## src/rtl/if_id_fetch_queue.sv

```systemverilog
// rtl/if_id_fetch_queue.sv - fetch-to-decode decoupling FIFO with flush and fetch back-pressure
module if_id_fetch_queue #(
  parameter int BIT_NUMBER = 32,
  parameter int DEPTH      = 2
) (
  input  logic                    clk,
  input  logic                    rst,
  input  logic                    if_valid,
  input  logic [BIT_NUMBER-1:0]   if_pc,
  input  logic [BIT_NUMBER-1:0]   if_instruction,
  output logic                    if_freeze,
  input  logic                    id_freeze,
  input  logic                    flush,
  output logic                    id_valid,
  output logic [BIT_NUMBER-1:0]   id_pc,
  output logic [BIT_NUMBER-1:0]   id_instruction,
  output logic [$clog2(DEPTH):0]  count
);

  localparam int PW = (DEPTH > 1) ? $clog2(DEPTH) : 1;
  localparam int CW = $clog2(DEPTH) + 1;
  localparam logic [CW-1:0] FULL_COUNT = CW'(DEPTH);

  logic [BIT_NUMBER-1:0] pc_mem    [DEPTH];
  logic [BIT_NUMBER-1:0] instr_mem [DEPTH];
  logic [PW-1:0]         rd_ptr;
  logic [PW-1:0]         wr_ptr;
  logic                  push;
  logic                  pop;

  // Outputs depend only on registered state, so flush/id_freeze never reach id_* combinationally.
  assign if_freeze      = (count == FULL_COUNT);
  assign id_valid       = (count != '0);
  assign id_pc          = id_valid ? pc_mem[rd_ptr]    : '0;
  assign id_instruction = id_valid ? instr_mem[rd_ptr] : '0;

  // A full queue refuses pushes even when the same edge pops.
  assign push = if_valid & ~if_freeze & ~flush;
  assign pop  = id_valid & ~id_freeze & ~flush;

  always_ff @(posedge clk or negedge rst) begin
    if (!rst) begin
      rd_ptr <= '0;
      wr_ptr <= '0;
      count  <= '0;
      for (int i = 0; i < DEPTH; i++) begin
        pc_mem[i]    <= '0;
        instr_mem[i] <= '0;
      end
    end else if (flush) begin
      rd_ptr <= '0;
      wr_ptr <= '0;
      count  <= '0;
    end else begin
      if (push) begin
        pc_mem[wr_ptr]    <= if_pc;
        instr_mem[wr_ptr] <= if_instruction;
        wr_ptr            <= wr_ptr + PW'(1);
      end
      if (pop) begin
        rd_ptr <= rd_ptr + PW'(1);
      end
      if (push && !pop) begin
        count <= count + CW'(1);
      end else if (pop && !push) begin
        count <= count - CW'(1);
      end
    end
  end

endmodule

```

## config.mk

```make
export PLATFORM = sky130hd
export DESIGN_NAME = if_id_fetch_queue
export DESIGN_NICKNAME = d
export VERILOG_FILES = /design/src/rtl/if_id_fetch_queue.sv
export SDC_FILE = /design/constraint.sdc
export NUM_CORES = 1
export LEC_CHECK = 0
export BUFFER_PORTS_ARGS = -buffer_cell sky130_fd_sc_hd__buf_4
export CORE_ASPECT_RATIO = 1.1
export CORE_MARGIN = 8
export CORE_UTILIZATION = 35
export DETAILED_ROUTE_END_ITERATION = 6
export SLEW_MARGIN = 20
export SYNTH_ARGS = -nofsm -noshare
export SYNTH_HDL_FRONTEND = slang
export SYNTH_SLANG_ARGS = --single-unit
export TNS_END_PERCENT = 30
```

## constraint.sdc

```tcl
create_clock -name clk -period 2.2 [get_ports clk]
set_input_delay 0.55 -clock clk [delete_from_list [all_inputs] [get_ports clk]]
set_output_delay 0.55 -clock clk [all_outputs]
set_load 0.02 [all_outputs]
```

==> qor.txt, run 1 <==
status: finished, violations left
violated checks: setup timing
Setup-failing EPs final: 3
layout net count: 663
largest family of logic cells by synthesized area: multiplexers
register bit count reported by yosys: 132
vias in the first global route: 4,358
Slew Viols, Final: 0
total negative slack: -0.002619 ns
DR vias/cell: 4.716
Mapped Nets: 506
adder-cell area share of the yosys netlist: 0
Worst Tran Pin Value: 0.4295 ns
Area Growth Syn to Fin: 35.10%
Seq/Total Area, Yosys: 0.5310
Slew headroom: 0.7137
layout cell share with drive strength beyond 1: 0.5363
Placer Congestion: 0.6987
clock buffer depth: 2
clk_lat worst skew: 0.41 ns
setup ws final: -0.002174 ns
worst setup path class: flop to output pin
peak supply drop: 0.5182 mV
Post-DP Area: 7531 µm²
synth unique cells: 25
GR Util met1: 0.1766
mux cell area share after synthesis: 0.3709
worst hold margin: 0.1249 ns
Final min period: 2.202 ns
Die Span Y: 155.8 µm
Synth Area in Compound Gates: 0.007241
Sequential Power Share: 0.413
final core occ: 0.4789
CTS hold repair buffers: 0
Num CTS Buffers: 17
Clock Power Share: 0.339
Synth Area in XOR/XNOR: 0
Syn. warnings: 0
starting density of the core: 0.3545
CP arrival: 1.65 ns
period utilization: 1.001
Max Freq: 454.1 MHz
combinational power share: 0.248
final wirelength: 15,660 µm
Yosys top cell by area: dfrtp_1
Sink Count: 132
initial antenna violation count: 0
Hold Crit Class: input pin to async pin
Gate Count Post-Synth: 437
top cells by area, synth: dfrtp_1 53%, mux2_4 14%, mux2_2 11%
RSZ-0062 raised after global routing: true
CP Capture Type: output pin
most used cell, CP: buf_12
Placed Cells: 794
Vias: 3,980
Final ANT Viol Nets: 0
final total power: 8.083 mW
wire length per cell: 18.56 µm
Yosys top cell area share: 0.5310
Startpoint Class: flop
global-route wire length before repair: 23,890 µm
detailed-route DRC error count: 0
Die X: 143.1 µm
crit-path max FO: 7
ANT cells: 0
die area: 22,300 µm²
Pre-antenna DRT Iters: 4
Simple-Gate Fraction of Synth Area: 0.05430
met3 Resource Use GR: 0.04806
H-tree levels: 4
gr usage total: 0.1391
Worst path slowest cell: dfrtp_4
io pins: 137
Req. time, crit path: 1.65 ns
Cell Rows: 51
Critical Path, Cell by Cell: buf_12, buf_12, mux2i_1, nor2_1, buf_4
DP HPWL: 9112 µm
Final Hold Vio Count: 0
R2R depth: 4
Largest stage delay, worst path: 0.49 ns
Detailed Route Iter0 Violations: 132
Avg Inst Size Synth: 14.24 µm²
Power Density: 961.7 nW/µm²
number of fill cells: 1,599
GRT Max-Usage Layer: met2
Clock transition at path regs: 0.06 ns
dpl ws: 0.1996 ns
Leak Pwr: 3.944 nW
CTS tree: built
synthesized cell area: 6221 µm²
root buffer cell: clkbuf_16
Switching Share: 0.2676
internal power: 5.920 mW
Worst Clk Skew: 0.005333 ns
Finished Layout Cells: 844
max cap viols: 0
largest net degree at the start of global routing: 78
total global routing overflow: 0
Core Area: 17,550 µm²
fin area: 8404 µm²
Port Buf Inserts: 136
met2 global-route usage: 0.2123
Switch Pwr: 2.163 mW
worst max-delay path: cells and delay by family, from the launching register on:
family	cells	cell delay [ns]
multiplexers	1	0.12
buffers and inverters	3	0.49
flip-flops	1	0.49
AND/OR/NAND/NOR	1	0.15
path summary, 6_finish.rpt:
kind / from / endpoint / slack [ns]
hold reg to reg: pc_mem[42] / pc_mem[42] / 0.49
hold / removal: rst / pc_mem[60] / 0.12
setup reg to reg: count[1] / pc_mem[17] / 0.37
setup / recovery: rd_ptr / id_pc[2] / -0.002
max in group asynchronous: rst / pc_mem[32] / 1.67
min in group clk: flush / count[0] / 0.35
cell families after synthesis:
| kind of cell | count (synthesis) |
|---|---|
| and+or+nand+nor | 76 |
| DFF | 132 |
| muxes | 192 |
| AOI/OAI and AO/OA | 8 |
| buffers and inverters | 29 |
synthesized netlist by cell type, drive strengths merged:
cell type  instances
a31oi              1
mux2i             64
clkbuf             7
inv                2
o21ai              3
a21oi              3
a211o              1
or4b               1
buf               20
nor2b              1
nand2b             1
nor4               1
and3b              1
mux2             128
nand2              1
nor2              66
nand3              2
or3                2
dfrtp            132
cell type report:
| type | instances | area, µm² | area share |
|---|---|---|---|
| flip-flops and latches | 132 | 3309 | 0.3938 |
| well taps | 238 | 297.8 | 0.03543 |
| repair buffers | 165 | 1519 | 0.1807 |
| clock buffers | 22 | 464.2 | 0.05523 |
| clock inverters | 9 | 105.1 | 0.01251 |
| inverters | 2 | 7.507 | 0.0008933 |
| multi-input cells | 276 | 2701 | 0.3214 |
state kept, by name, summed over array words and instances, names as in the netlist:
name / flops
pc_mem: 64
instr_mem: 64
count: 2
wr_ptr: 1
rd_ptr: 1
placed cells by master, fill, tap and decap left out, drive strengths merged:
master and n:
buf 161, dfrtp 132, mux2 128, nor2 66, mux2i 64, clkbuf 26
clkinv 6, o21ai 3, a21oi 3, nand3 2, or3 2, bufinv 2
inv 2, nor2b 1, or4b 1, nor4 1, a211o 1, nand2b 1
a31oi 1, nand2 1, and3b 1, clkinvlp 1
metal layers:
metal | wire, µm | part of all wire
met1 | 7006 | 0.45
met2 | 7382 | 0.47
met3 | 1074 | 0.069
met4 | 201 | 0.013
met5 | 0 | 0
timing repair:
action / CTS / global route
pin swaps: 2 / 3
resized for setup: 4 / 3
setup endpoints to repair: 64 / 65
buffers inserted: 5 / 7
gates cloned: 3 / 4
power by group through the flow:
stage | combinational (mW) | clock (mW) | sequential [mW]
after global placement | 1.84 | 0 | 3.34
after CTS | 1.97 | 2.82 | 3.34
after global routing | 2.17 | 2.94 | 3.40
after detailed placement | 1.89 | 0 | 3.37
after floorplan | 1.31 | 0 | 3.27
final | 2.01 | 2.74 | 3.34
Note: power is estimated with default switching activity, not from simulation.
==> inputs of run 2 (changes only) <==
- CORE_UTILIZATION: 35 -> 54
- PLACE_DENSITY: default -> 0.79
==> run 2 against run 1 <==
  * The run now ends clean
  * Global-route usage rose by 5.0 points
  * First-iteration DRC count rose by 22%
  * Register-to-register slack got worse by 0.04 ns
  * Non-clock buffer count fell by 12
  * Critical endpoint is now id_pc[3]
==> qor.txt, run 2 (synthesized netlist as in run 1, its figures left out) <==
Largest regs: instr_mem x64, pc_mem x64, count x2
starting density of the core: 0.5487
die area: 15,210 µm²
Slew Viols, Final: 0
most frequent cells in the layout: 142 x buf_4, 130 x dfrtp_1, 64 x mux2i_1, 64 x nor2_1, 63 x mux2_2
CTS tree: built
Critical Path, Cell by Cell: buf_12, mux2i_1, nor2_1, buf_4
Area Growth Syn to Fin: 28.90%
worst hold margin: 0.1509 ns
Worst Clk Skew: 0.007132 ns
final total power: 7.833 mW
Pre-antenna DRT Iters: 4
Power Density: 976.8 nW/µm²
root buffer cell: clkbuf_16
worst setup path class: flop to output pin
Slew headroom: 0.5961
internal power: 5.748 mW
RSZ-0062 raised after global routing: true
commonest non-fill, non-tap cell in the layout: buf_4
Port Buf Inserts: 136
Startpoint Class: flop
ANT cells: 0
dpl ws: 0.2007 ns
Clock Power Share: 0.327
Switching Share: 0.2662
Worst path slowest cell: dfrtp_4
Setup-failing EPs final: 0
Sink Count: 132
DP HPWL: 9351 µm
Num CTS Buffers: 17
Worst Tran Pin Value: 0.6059 ns
crit-path max FO: 34
peak supply drop: 0.4835 mV
footprint of the multi-input gates: 2700 µm²
period utilization: 0.9855
number of fill cells: 792
Vias: 3,931
Final Hold Vio Count: 0
total global routing overflow: 0
Final min period: 2.168 ns
CTS hold repair buffers: 0
Switch Pwr: 2.085 mW
clk_lat worst skew: 0.40 ns
Req. time, crit path: 1.65 ns
Final ANT Viol Nets: 0
Top Family by Delay on Critical Path: flip-flops
Leak Pwr: 3.817 nW
Max Freq: 461.2 MHz
combinational power share: 0.243
largest net degree at the start of global routing: 53
Core Area: 11,340 µm²
Cell Rows: 41
Die X: 118.3 µm
setup ws final: 0.03190 ns
io pins: 137
layout net count: 651
H-tree levels: 4
clock buffer depth: 2
Placer Congestion: 0.7361
wire length per cell: 18.93 µm
final core occ: 0.7073
worst path buffer plus inverter count: 2
initial antenna violation count: 0
Hold Crit Class: input pin to async pin
DR vias/cell: 5.298
CP arrival: 1.62 ns
Post-DP Area: 7453 µm²
global-route wire length before repair: 22,830 µm
layout cell share with drive strength beyond 1: 0.5236
stages on the worst setup path: 4
Detailed Route Iter0 Violations: 161
Die Span Y: 128.6 µm
fin area: 8019 µm²
Largest stage delay, worst path: 0.50 ns
gr usage total: 0.1889
CP Capture Type: output pin
Clock transition at path regs: 0.05 ns
detailed-route DRC error count: 0
postcts setup bufs: 0
status: completed
Sequential Power Share: 0.429
max cap viols: 0
register area: 3308 µm²
R2R depth: 4
final wirelength: 14,050 µm
vias in the first global route: 4,453
## run 2: power groups by stage
stage	logic, mW	clock network [mW]	registers (mW)
after floorplan	1.31	0	3.27
after global placement	1.83	0	3.34
after detailed placement	1.91	0	3.38
after CTS	1.91	2.61	3.36
after global routing	2.06	2.72	3.43
final	1.90	2.56	3.36
## run 2: stage by stage
step / std cells / setup TNS (ns)
after floorplan: 437 / 0
after global placement: 712 / 0
after detailed placement: 712 / 0
after CTS: 741 / 0
after global routing: 742 / -0.3583
final: 742 / 0
## run 2: worst register-to-register path: cells and delay by family (launching register included)
kind	cells	cell delay, ns
mux	1	0.33
buf+inv	1	0.22
flops	1	0.46
simple gates	2	0.73
## run 2: layout make-up
class,instances,share of cell area
inverters,2,0.0009362
clock buffers,23,0.05960
flip-flops and latches,132,0.4125
clock inverters,6,0.006865
well taps,150,0.02340
repair buffers,153,0.1599
multi-input cells,276,0.3367
## run 2: path summary, 6_finish.rpt
check / start / to / slack, ns
setup / recovery: rd_ptr / id_pc[3] / 0.03
hold / removal: rst / pc_mem[8] / 0.15
setup reg to reg: count[1] / pc_mem[4] / 0.33
hold reg to reg: pc_mem[41] / pc_mem[41] / 0.49
max in group asynchronous: rst / count[0] / 1.42
min in group clk: flush / count[1] / 0.36
## run 2: repair_timing
action | CTS | global route
endpoints found under the setup margin | 0 | 53
gates resized for setup | 0 | 3
endpoints found under the hold margin | 0 | 0
## run 2: metal layers
layer / track usage / vias to the layer above / routed length (µm)
met5: 0 / - / 0
met4: 0.06863 / 0 / 223
met2: 0.3068 / 110 / 6877
met1: 0.2300 / 1997 / 6111
met3: 0.06527 / 16 / 836
li1: - / 1808 / -
